File: config.mk
export PLATFORM = sky130hd
export DESIGN_NAME = stream_packetizer
export DESIGN_NICKNAME = d
export VERILOG_FILES = /design/src/rtl/stream_pkt_pkg.sv /design/src/rtl/pkt_out_reg.sv /design/src/rtl/stream_packetizer.sv
export SDC_FILE = /design/constraint.sdc
export NUM_CORES = 1
export LEC_CHECK = 0
export ABC_AREA = 1
export BUFFER_PORTS_ARGS = -buffer_cell sky130_fd_sc_hd__buf_2
export CORE_MARGIN = 3
export CORE_UTILIZATION = 33
export DETAILED_ROUTE_END_ITERATION = 12
export PLACE_DENSITY_LB_ADDON = 0.3
export REMOVE_ABC_BUFFERS = 1
export SKIP_CTS_REPAIR_TIMING = 1
export SKIP_LAST_GASP = 1
export SLEW_MARGIN = 20
export SYNTH_ARGS = -nofsm -noshare
export SYNTH_HDL_FRONTEND = slang
export SYNTH_SLANG_ARGS = --single-unit
File: constraint.sdc
create_clock -name clk -period 1.6 [get_ports clk]
set_input_delay 0.24 -clock clk [delete_from_list [all_inputs] [get_ports clk]]
set_output_delay 0.24 -clock clk [all_outputs]
set_load 0.005 [all_outputs]
File: src/rtl/stream_pkt_pkg.sv
// Shared definitions for the stream packetizer.
//   pkt_state_e   : packetizer FSM states (StTrl only with PKT_CHECKSUM_EN)
//   HDR_MAGIC     : constant in the top byte of every header beat
//   HDR_*_LSB     : bit offsets of the header fields
//   build_header  : assembles a 64-bit header beat from its fields
// Optional feature macro: PKT_CHECKSUM_EN.
package stream_pkt_pkg;

    typedef enum logic [1:0] {
        StIdle = 2'd0,
        StPay  = 2'd1
`ifdef PKT_CHECKSUM_EN
        ,
        StTrl  = 2'd2
`endif
    } pkt_state_e;

    localparam logic [7:0] HDR_MAGIC = 8'hA5;

    localparam int unsigned HDR_MAGIC_LSB = 56;
    localparam int unsigned HDR_TAG_LSB   = 48;
    localparam int unsigned HDR_SEQ_LSB   = 32;
    localparam int unsigned HDR_LEN_LSB   = 0;

    function automatic logic [63:0] build_header(input logic [7:0]  tag,
                                                 input logic [15:0] seq,
                                                 input logic [31:0] len);
        logic [63:0] hdr;
        hdr                       = '0;
        hdr[HDR_MAGIC_LSB +: 8]   = HDR_MAGIC;
        hdr[HDR_TAG_LSB   +: 8]   = tag;
        hdr[HDR_SEQ_LSB   +: 16]  = seq;
        hdr[HDR_LEN_LSB   +: 32]  = len;
        return hdr;
    endfunction

endpackage

File: src/rtl/pkt_out_reg.sv
// Registered output stage of the packetizer.
// Holds the current beat while downstream stalls and accepts a new beat
// whenever the register is empty or its beat is being taken this cycle.
// Ports:
//   clk, resetn : clock, synchronous active-low reset
//   load_i      : a new beat is offered this cycle (only taken on advance)
//   data_i      : beat payload to load
//   last_i      : beat is the final beat of its packet
//   ready_i     : downstream accepts the current beat
//   advance_o   : register can take a new beat this cycle
//   valid_o, data_o, last_o : registered output beat
module pkt_out_reg #(
    parameter int unsigned DATA_W = 64
) (
    input  logic              clk,
    input  logic              resetn,
    input  logic              load_i,
    input  logic [DATA_W-1:0] data_i,
    input  logic              last_i,
    input  logic              ready_i,
    output logic              advance_o,
    output logic              valid_o,
    output logic [DATA_W-1:0] data_o,
    output logic              last_o
);

    logic              valid_q;
    logic [DATA_W-1:0] data_q;
    logic              last_q;

    always_comb begin
        advance_o = !valid_q || ready_i;
    end

    always_ff @(posedge clk) begin
        if (!resetn) begin
            valid_q <= 1'b0;
            data_q  <= '0;
            last_q  <= 1'b0;
        end else if (advance_o) begin
            valid_q <= load_i;
            // last only meaningful alongside valid; keep it low when emptying
            last_q  <= load_i & last_i;
            if (load_i) begin
                data_q <= data_i;
            end
        end
    end

    assign valid_o = valid_q;
    assign data_o  = data_q;
    assign last_o  = last_q;

endmodule

File: src/rtl/stream_packetizer.sv
// Stream packetizer: wraps every PKT_LEN input words into a packet made of a
// header beat followed by PKT_LEN payload beats (plus an XOR trailer beat when
// PKT_CHECKSUM_EN is defined).
// Ports:
//   clk, resetn      : clock, synchronous active-low reset
//   ss_data/valid/ready : input stream, tag in the top TAG_W bits
//   ms_data/valid/ready/last : registered output stream
//   pkt_count        : packets completed on the output, modulo 2^SEQ_W
// Optional feature macro: PKT_CHECKSUM_EN.
module stream_packetizer
    import stream_pkt_pkg::*;
#(
    parameter int unsigned DATA_W  = 64,
    parameter int unsigned TAG_W   = 8,
    parameter int unsigned PKT_LEN = 16,
    parameter int unsigned SEQ_W   = 16
) (
    input  logic                    clk,
    input  logic                    resetn,
    input  logic [DATA_W+TAG_W-1:0] ss_data,
    input  logic                    ss_valid,
    output logic                    ss_ready,
    output logic [DATA_W-1:0]       ms_data,
    output logic                    ms_valid,
    input  logic                    ms_ready,
    output logic                    ms_last,
    output logic [SEQ_W-1:0]        pkt_count
);

    localparam int unsigned BEAT_W = (PKT_LEN > 2) ? $clog2(PKT_LEN) : 1;
    localparam logic [BEAT_W-1:0] LAST_BEAT = BEAT_W'(PKT_LEN - 1);

    pkt_state_e        state_q, state_d;
    logic [BEAT_W-1:0] beat_cnt_q, beat_cnt_d;
    logic [SEQ_W-1:0]  seq_q, seq_d;

    logic              advance;
    logic              load;
    logic [DATA_W-1:0] load_data;
    logic              load_last;
    logic              pkt_done;
    logic [DATA_W-1:0] payload;
    logic [7:0]        tag;
    logic [DATA_W-1:0] header;

`ifdef PKT_CHECKSUM_EN
    logic [DATA_W-1:0] csum_q, csum_d;
`endif

    assign payload = ss_data[DATA_W-1:0];
    assign tag     = 8'(ss_data[DATA_W +: TAG_W]);

    // The last beat of one packet can leave on the same edge the next header
    // loads, so the header takes the already-incremented sequence number.
    assign pkt_done = ms_valid && ms_ready && ms_last;
    assign seq_d    = pkt_done ? seq_q + SEQ_W'(1) : seq_q;
    assign header   = DATA_W'(build_header(tag, 16'(seq_d), 32'(PKT_LEN)));

    always_comb begin
        state_d    = state_q;
        beat_cnt_d = beat_cnt_q;
        load       = 1'b0;
        load_data  = '0;
        load_last  = 1'b0;
        ss_ready   = 1'b0;
`ifdef PKT_CHECKSUM_EN
        csum_d     = csum_q;
`endif
        unique case (state_q)
            StIdle: begin
                // Header is built from the waiting word, which stays unconsumed.
                if (ss_valid && advance) begin
                    load       = 1'b1;
                    load_data  = header;
                    beat_cnt_d = '0;
`ifdef PKT_CHECKSUM_EN
                    csum_d     = '0;
`endif
                    state_d    = StPay;
                end
            end
            StPay: begin
                ss_ready = advance;
                if (ss_valid && advance) begin
                    load      = 1'b1;
                    load_data = payload;
`ifdef PKT_CHECKSUM_EN
                    csum_d    = csum_q ^ payload;
`endif
                    if (beat_cnt_q == LAST_BEAT) begin
                        beat_cnt_d = '0;
`ifdef PKT_CHECKSUM_EN
                        state_d    = StTrl;
`else
                        load_last  = 1'b1;
                        state_d    = StIdle;
`endif
                    end else begin
                        beat_cnt_d = beat_cnt_q + BEAT_W'(1);
                    end
                end
            end
`ifdef PKT_CHECKSUM_EN
            StTrl: begin
                if (advance) begin
                    load      = 1'b1;
                    load_data = csum_q;
                    load_last = 1'b1;
                    state_d   = StIdle;
                end
            end
`endif
            default: begin
                state_d = StIdle;
            end
        endcase
        if (!resetn) begin
            ss_ready = 1'b0;
        end
    end

    always_ff @(posedge clk) begin
        if (!resetn) begin
            state_q    <= StIdle;
            beat_cnt_q <= '0;
            seq_q      <= '0;
`ifdef PKT_CHECKSUM_EN
            csum_q     <= '0;
`endif
        end else begin
            state_q    <= state_d;
            beat_cnt_q <= beat_cnt_d;
            seq_q      <= seq_d;
`ifdef PKT_CHECKSUM_EN
            csum_q     <= csum_d;
`endif
        end
    end

    // Sequence number and completed-packet count advance together.
    assign pkt_count = seq_q;

    pkt_out_reg #(
        .DATA_W (DATA_W)
    ) u_out_reg (
        .clk       (clk),
        .resetn    (resetn),
        .load_i    (load),
        .data_i    (load_data),
        .last_i    (load_last),
        .ready_i   (ms_ready),
        .advance_o (advance),
        .valid_o   (ms_valid),
        .data_o    (ms_data),
        .last_o    (ms_last)
    );

endmodule

-- After elaboration in Yosys (flattened, before gate mapping)
Index checks and enable logic that the tools add are counted.
Widths: inputs -> output; s select.
- register bits after elaboration: 88
- bits of input ports: 76
- output and inout port bits: 83
- logic and storage cells: 44
- add/sub/neg operators: 2
- equal/unequal tests: 5
- mux-type cells: 19
- bitwise logic cells: 1
- reduce and logical (&&, ||, !) cells: 11
- operators by type and width (kind ; number):
    $mux 64 ; 2
    $pmux 64 s2 ; 1
    $add 16x1->16 const B ; 1
    $mux 16 ; 1
    $mux 4 ; 3
    $pmux 4 s2 ; 1
    $mux 1 ; 7
    $mux 2 ; 3
    $ne 2x2->1 const B ; 3
    $reduce_and 3->1 ; 2
    $add 4x1->4 const B ; 1
    $eq 4x4->1 const B ; 1
    $pmux 2 s2 ; 1
    $logic_and 1x1->1 ; 3
    $eq 2x1->1 const B ; 1
    $logic_not 2->1 ; 1
    $reduce_and 2->1 ; 1
    $reduce_bool 2->1 ; 1
    $reduce_or 2->1 ; 1
    $and 1x1->1 ; 1
    $logic_not 1->1 ; 1
    $logic_or 1x1->1 ; 1

-- Longest topological paths before layout
Gate-level depths: netlist (run 1).
- depth in word-level cells: 6
- depth in mapped cells: 10
- depth with buffers taken out: 10

-- Cells and area by module
From an unflattened synthesis (run 1), not the netlist that was laid out.
- cell total of the unflattened synthesis: 739
- area total of the unflattened synthesis: 4693.3 um^2
- modules (own cells, without submodules) (module ; times used ; cells an instance ; area each (um^2) ; seq. area each (um^2)):
    pkt_out_reg ; 1 ; 431 ; 2940.3 ; 1321.3
    stream_packetizer ; 1 ; 308 ; 1752.9 ; 420.4

-- Least setup slack after synthesis (run 1)
OpenSTA, ideal clock, no wires.
- path type: register to register
- start point: register seq_q[0], in the netlist pkt_count[0]
- end point: register u_out_reg.data_q[46], in the netlist u_out_reg.data_o[46]
- library setup time: 0.120 ns
- arrival: 1.269 ns
- data required time: 1.480 ns
- slack: 0.211 ns
- stages on the path, launching flop included: 9
- path buffers: 0
- period minus slack after synthesis: 1.389 ns
- cell sequence: dfxtp_1 > ha_1 > inv_1 > nor2_1 > nand3_4 > o21ai_0 > nand2_1 > nand2_1 > a21oi_1
- word-level cells in the longest chain between the ends: 4
- RTL lines (what ; RTL line ; text):
    from (decl) ; stream_packetizer.sv:35 ; logic [SEQ_W-1:0] seq_q, seq_d;
    from (signal assigned) ; stream_packetizer.sv:133 ; seq_q <= seq_d;
    $add 16x1->16 ; stream_packetizer.sv:56 ; assign seq_d = pkt_done ? seq_q + SEQ_W'(1) : seq_q;
    $mux 16 ; stream_packetizer.sv:56 ;
    $mux 64 ; stream_packetizer.sv:72 ; if (ss_valid && advance) begin
    $pmux 64 s2 ; stream_packetizer.sv:69 ; unique case (state_q)
    to (signal assigned) ; pkt_out_reg.sv:45 ; data_q <= data_i;
    to (decl) ; pkt_out_reg.sv:28 ; logic [DATA_W-1:0] data_q;
No other way between the ends.
A chain may end at the register's enable or synchronous reset.

-- Worst setup path in the final report (run 1)
- start point: register state_q[0]
- end point: output port ss_ready
- word-level cells in the longest chain between the ends: 3
- RTL lines (what ; RTL line ; text):
    from (decl) ; stream_packetizer.sv:33 ; pkt_state_e state_q, state_d;
    from (signal assigned) ; stream_packetizer.sv:124 ; state_q <= StIdle;
    from (signal assigned) ; stream_packetizer.sv:131 ; state_q <= state_d;
    $eq 2x1->1 ; stream_packetizer.sv:69 ;
    $mux 1 ; stream_packetizer.sv:69 ;
    $mux 1 ; stream_packetizer.sv:117 ; if (!resetn) begin
    to (decl) ; stream_packetizer.sv:22 ; output logic ss_ready,
No other way between the ends.

==> results.py, run 1 <==
metrics = {
    "status": {
        "status": "finished, final reports clean",
    },
    "clock_tree": {
        "cts_sinks": 87,
        "cts_buffer_depth": 2,
        "numCtsBuffers": 9,
        "clockRootBuffer": "clkbuf_8",
        "cts_max_level": 3,
        "cts_tree": "built",
        "cts.clk_slew.worst_paths_ns": 0.09,
        "clk_latency_ns": 0.36,
    },
    "sta": {
        "drv_slew": 0,
        "skew_ns": 0.00929,
        "fin_crit_sh_pct": 91.7,
        "slew_headroom_pct": 78.4,
        "setup_viol": 0,
        "period_needed_ns": 1.47,
        "fmax_ghz": 0.681,
        "holdWs_ns": 0.110,
        "hold_viol_final": 0,
        "worstMarginPinSlew_ns": 0.324,
        "rsz0062_at_grt": "yes",
    },
    "layout": {
        "fill_cells": 1118,
        "nNetsFinal": 732,
        "drive_above_1_share_pct": 33.7,
        "antenna_cells": 0,
        "syn2layout_area_growth_pct": 32.1,
    },
    "die": {
        "core_um2": 10900,
        "rows": 38,
        "ioPinCount": 159,
        "die_h_um": 112,
        "die_x_um": 112,
        "dieArea_um2": 12500,
        "start_util_pct": 34.0,
    },
    "synthesis": {
        "yosysTopAreaCell": "dfxtp_1",
        "synth_top_area_share_pct": 47.0,
        "syn_area_per_cell_um2": 7.49,
        "synth_area_um2": 3710,
        "ys_ff_latch": 87,
        "ys_seq_area_share_pct": 47.0,
        "synth_cell_type_count": 32,
        "syn-instance-count": 495,
        "netlist_top_cells_area": "dfxtp_1 47%, nand2_1 19%, a21oi_1 6.5%",
        "ys_warn_count": 0,
    },
    "power": {
        "totalPowerFinal_w": 0.00430,
        "vdd_drop_max_uv": 391,
        "p_leak_nw": 2.36,
        "p_per_area_nw_per_um2": 878,
    },
    "flow_run": {
        "cap_viol_max_count": 0,
    },
    "global_routing": {
        "grt_first_pass_wirelength_um": 17100,
        "grt_pass1_vias": 3633,
        "grt.overflow.total": 0,
        "grt_max_degree": 34,
        "antenna_found_initial": 1,
        "track_usage_pct": 16.6,
    },
    "placement": {
        "gp_congestion": 0.775,
        "portBuffers": 158,
        "dp_hpwl_um": 7550,
    },
    "route": {
        "drt_iter0_markers": 122,
        "wl_per_cell_um": 12.7,
        "routed-via-count": 3708,
        "drtPass1Iterations": 5,
        "drt-total-wl_um": 10100,
        "postRouteAntennaNets": 0,
        "drc": 0,
        "drt-vias-per-instance": 4.64,
    },
    "worst_setup_path": {
        "timing.reg2reg.setup_slack_ns": 0.22,
        "setup.worst_path.class": "flop to output pin",
        "worstPathMaxFanout": 6,
        "critical_path_required_ns": 1.36,
        "crit_path_start_kind": "flop",
        "cp-end-kind": "output pin",
        "crit_arrival_ns": 1.23,
    },
    "hold_path": {
        "worst_hold_path_type": "input port to flop",
    },
}
-- cell type report --
cell class	count	area (µm²)	area share, %
clock buffers	10	138	2.81
multi-input cells	347	1690	34.5
repair buffers	172	946	19.3
clock inverters	6	60.1	1.23
inverters	37	139	2.84
flip-flops and latches	87	1750	35.7
well taps	140	175	3.58
-- state kept, by name (all words and copies together), names as in the netlist --
name               flops
u_out_reg.data_o      64
beat_cnt_q             4
state_q                1
pkt_count             16
u_out_reg.last_o       1
u_out_reg.valid_o      1
-- power by group --
part | total [W] | internal, W | switching [W]
registers | 0.00228 | 0.00224 | 0.0000413
clock network | 0.00155 | 0.000756 | 0.000799
logic | 0.000465 | 0.000214 | 0.000251
-- stage by stage --
stage | utilization [%] | setup slack [ns] | TNS [ns] | area, µm² | std cells
global placement | 43.0 | 0.190 | 0 | 4680 | 783
finish | 45.0 | 0.132 | 0 | 4890 | 799
floorplan | - | -0.467 | -17.21 | 3560 | 471
detailed placement | 43.0 | 0.154 | 0 | 4680 | 783
global route | 45.0 | -0.0182 | -0.0226 | 4890 | 799
CTS | 44.8 | 0.0169 | 0 | 4880 | 799
-- worst paths after layout --
| check | from | to | cells past startpoint |
|---|---|---|---|
| worst min-delay path | ss_data[13] | u_out_reg.data_o[13] | 3 |
| worst max register to register | pkt_count[0] | u_out_reg.data_o[40] | 10 |
| worst min register to register | u_out_reg.data_o[59] | u_out_reg.data_o[59] | 2 |
| worst max-delay path | state_q[0] | ss_ready | 3 |
-- logic make-up after synthesis --
logic type / count (synthesis) / synth area share, %
AO/OA/AOI/OAI: 77 / 12.4
adder cells (fa/ha/maj): 2 / 0.675
AND/OR/NAND/NOR: 264 / 31.2
XOR/XNOR: 4 / 1.15
buffers and inverters: 61 / 7.60
flip-flops: 87 / 47.0
-- routing by layer --
layer | GRT usage (%) | wire (µm) | vias to the layer above
li1 | - | - | 1911
met4 | 6.41 | 174 | 2
met2 | 27.2 | 4850 | 116
met1 | 19.9 | 4230 | 1664
met5 | 0 | 13 | -
met3 | 5.98 | 871 | 15
-- critical path, cell delays in order (launching register included) --
cell and delay [ns]:
dfxtp_2 0.39, inv_2 0.08, nor3_1 0.24, buf_2 0.16
-- cells in the mapped netlist --
master    number
nand3_1       21
nand2_4        2
o21ai_0        7
nor2_8         1
a211oi_1       1
a31oi_1        5
nand2_2        2
nor3_1         9
inv_1         32
buf_6          5
nand2_1      185
nor3b_1        1
xor2_2         1
buf_2         12
o22ai_1        1
a21oi_1       48
ha_1           2
a32o_1         1
nor2_1        27
clkbuf_1       7
nand4_1        6
xor2_1         3
o21ai_1        2
nor2_2         3
nand3_4        2
nor2_4         5
inv_2          5
dfxtp_1       87
o221a_2        5
a22o_1         5
o21bai_2       1
a21o_1         1
-- layout by cell type, fill, tap and decap left out, types with 3 or more instances in the layout --
cell type,Yosys,final
inv_1,32,32
xor2_1,3,3
dfxtp_2,0,4
nand3_1,21,21
dfxtp_1,87,83
nand2_1,185,185
a21oi_1,48,48
a22o_1,5,5
nor2_2,3,6
inv_2,5,5
nor2_1,27,24
clkbuf_8,0,10
o21ai_0,7,6
nand4_1,6,6
o21ai_1,2,3
a31oi_1,5,5
nor2_4,5,5
buf_2,12,158
buf_12,0,4
buf_4,0,10
o221a_2,5,5
clkinv_2,0,3
nor3_1,9,9
Power figures use the tool's default switching activity.
==> run 2, diff against run 1 <==
- GPL_ROUTABILITY_DRIVEN: not set -> 0
- GPL_TIMING_DRIVEN: not set -> 0
- clock period: 1.6 -> 1.8 ns (I/O delays scaled with it)
==> run 2 against run 1 <==
Effect of this change: setup slack gained 0.025 ns; first-iteration DRC count decreased by 0.82%; sequential power shrank 11%; design area decreased by 0.26%; routed wire length up 6.8%; global-route usage decreased by 0.33 points; non-clock buffer count shrank 10; largest power group unchanged; highest routed layer is now met4.
==> results.py, run 2 (synthesis gave the netlist of run 1 again) <==
metrics = {
    "layout": {
        "fill_cells": 1130,
        "multi_input_area_um2": 1730,
        "ff_latch_area_um2": 1740,
        "syn2layout_area_growth_pct": 31.7,
        "fin_area_um2": 4880,
        "antenna_cells": 0,
        "final_common_cell": "nand2_1",
        "nNetsFinal": 725,
        "final_cell_mix": "185 x nand2_1, 157 x buf_2, 86 x dfxtp_1, 48 x a21oi_1, 32 x inv_1",
        "drive_above_1_share_pct": 31.9,
        "largest_register_ffs": 64,
        "finalNonFillerCells": 792,
    },
    "status": {
        "status": "finished, final reports clean",
    },
    "placement": {
        "placedInstanceArea_um2": 4590,
        "dpl.cell_count": 771,
        "dp_hpwl_um": 7030,
        "portBuffers": 158,
    },
    "die": {
        "ioPinCount": 159,
        "rows": 38,
        "die_h_um": 112,
        "die_x_um": 112,
        "dieArea_um2": 12500,
        "core_um2": 10900,
        "start_util_pct": 34.0,
    },
    "global_routing": {
        "track_usage_pct": 16.2,
        "grt.overflow.total": 0,
        "grt_pass1_vias": 3579,
        "grt_first_pass_wirelength_um": 16800,
        "antenna_found_initial": 0,
        "grt_max_degree": 70,
    },
    "sta": {
        "skew_ns": 0.0147,
        "worstMarginPinSlew_ns": 0.621,
        "drv_slew": 0,
        "period_needed_ns": 1.64,
        "setup_viol": 0,
        "hold_viol_final": 0,
        "rsz0062_at_grt": "no",
        "slew_headroom_pct": 58.6,
        "fin_crit_sh_pct": 91.3,
        "fmax_ghz": 0.609,
    },
    "flow_run": {
        "cap_viol_max_count": 0,
    },
    "route": {
        "postRouteAntennaNets": 0,
        "routed-via-count": 3633,
        "drt-total-wl_um": 10800,
        "wl_per_cell_um": 13.7,
        "drt-vias-per-instance": 4.59,
        "drt_iter0_markers": 121,
        "drtPass1Iterations": 4,
        "drc": 0,
    },
    "clock_tree": {
        "cts_sinks": 87,
        "clk_latency_ns": 0.36,
        "cts.clk_slew.worst_paths_ns": 0.08,
        "cts_buffer_depth": 2,
        "numCtsBuffers": 9,
        "cts_tree": "built",
        "clockRootBuffer": "clkbuf_8",
        "cts_max_level": 3,
    },
    "power": {
        "netSwitchingFraction_pct": 24.4,
        "sequentialPowerShare_pct": 50.6,
        "p_leak_nw": 2.35,
        "switching_power_w": 0.000978,
        "intPower_w": 0.00302,
        "vdd_drop_max_uv": 368,
        "clkPwrFrac_pct": 38.9,
        "totalPowerFinal_w": 0.00400,
        "power_frac_comb_pct": 10.5,
        "p_per_area_nw_per_um2": 820,
    },
    "worst_setup_path": {
        "cp-end-kind": "flop",
        "crit_arrival_ns": 1.90,
        "critical_path_required_ns": 2.05,
        "crit_path_start_kind": "flop",
        "setup.worst_path.class": "flop to flop",
        "worstPathMaxFanout": 22,
    },
    "hold_path": {
        "worst_hold_path_type": "input port to flop",
    },
}
## run 2: changes by cell type in the layout (fill, tap and decap cells not counted), sizes merged, moves of 2 or more
cell / previous run / this run
buf: 172 / 162
clkbuf: 10 / 13
clkinvlp: 2 / 0
clkinv: 3 / 1
nand2: 189 / 191
## run 2: layout make-up
cell class	count	area share (%)
Tap cell	140	3.59
Sequential cell	87	35.7
Clock buffer	13	3.25
Clock inverter	3	1.33
Multi-Input combinational cell	350	35.5
Timing Repair Buffer	162	17.7
Inverter	37	2.95
## run 2: per-layer routing
layer	part of all wire (%)	track usage [%]	routed length [µm]
met1	43	19.6	4680
met2	46	27.3	4980
met3	8.2	4.46	884
met4	2.6	6.73	282
met5	0	0	0
## run 2: worst max-delay path: stages (launching register included)
cell and delay [ns]:
dfxtp_1 0.47, nand2_4 0.16, nand2_8 0.22, nor2_4 0.09
buf_4 0.16, buf_16 0.15, a22o_1 0.18, nand2_1 0.05
nand2_1 0.05
## run 2: path summary, 6_finish.rpt
path,start,cells past startpoint,slack (ns),end
min,ss_data[2],3,0.15,u_out_reg.data_o[2]
max reg2reg,u_out_reg.valid_o,8,0.16,u_out_reg.data_o[42]
min reg2reg,u_out_reg.data_o[11],2,0.46,u_out_reg.data_o[11]
max,u_out_reg.valid_o,8,0.16,u_out_reg.data_o[42]
## run 2: power by group through the flow
stage	Sequential [W]	Combinational [W]	Clock, W
final	0.00203	0.000420	0.00156
after floorplan	0.00207	0.000166	0
after CTS	0.00202	0.000399	0.00160
after detailed placement	0.00207	0.000398	0
after global placement	0.00206	0.000377	0
after global routing	0.00204	0.000474	0.00167
## run 2: per-stage QoR
step | utilization (%) | setup WS, ns | hold WS [ns] | setup TNS [ns]
3_3_place_gp | 41.6 | -1.18 | 0.449 | -59.40
2_1_floorplan | - | -0.267 | 0.368 | -3.81
5_1_grt | 44.8 | 0.0179 | 0.143 | 0
6_report | 44.8 | 0.157 | 0.147 | 0
3_5_place_dp | 42.1 | -0.706 | 0.453 | -27.78
4_1_cts | 44.2 | -0.651 | 0.128 | -23.79
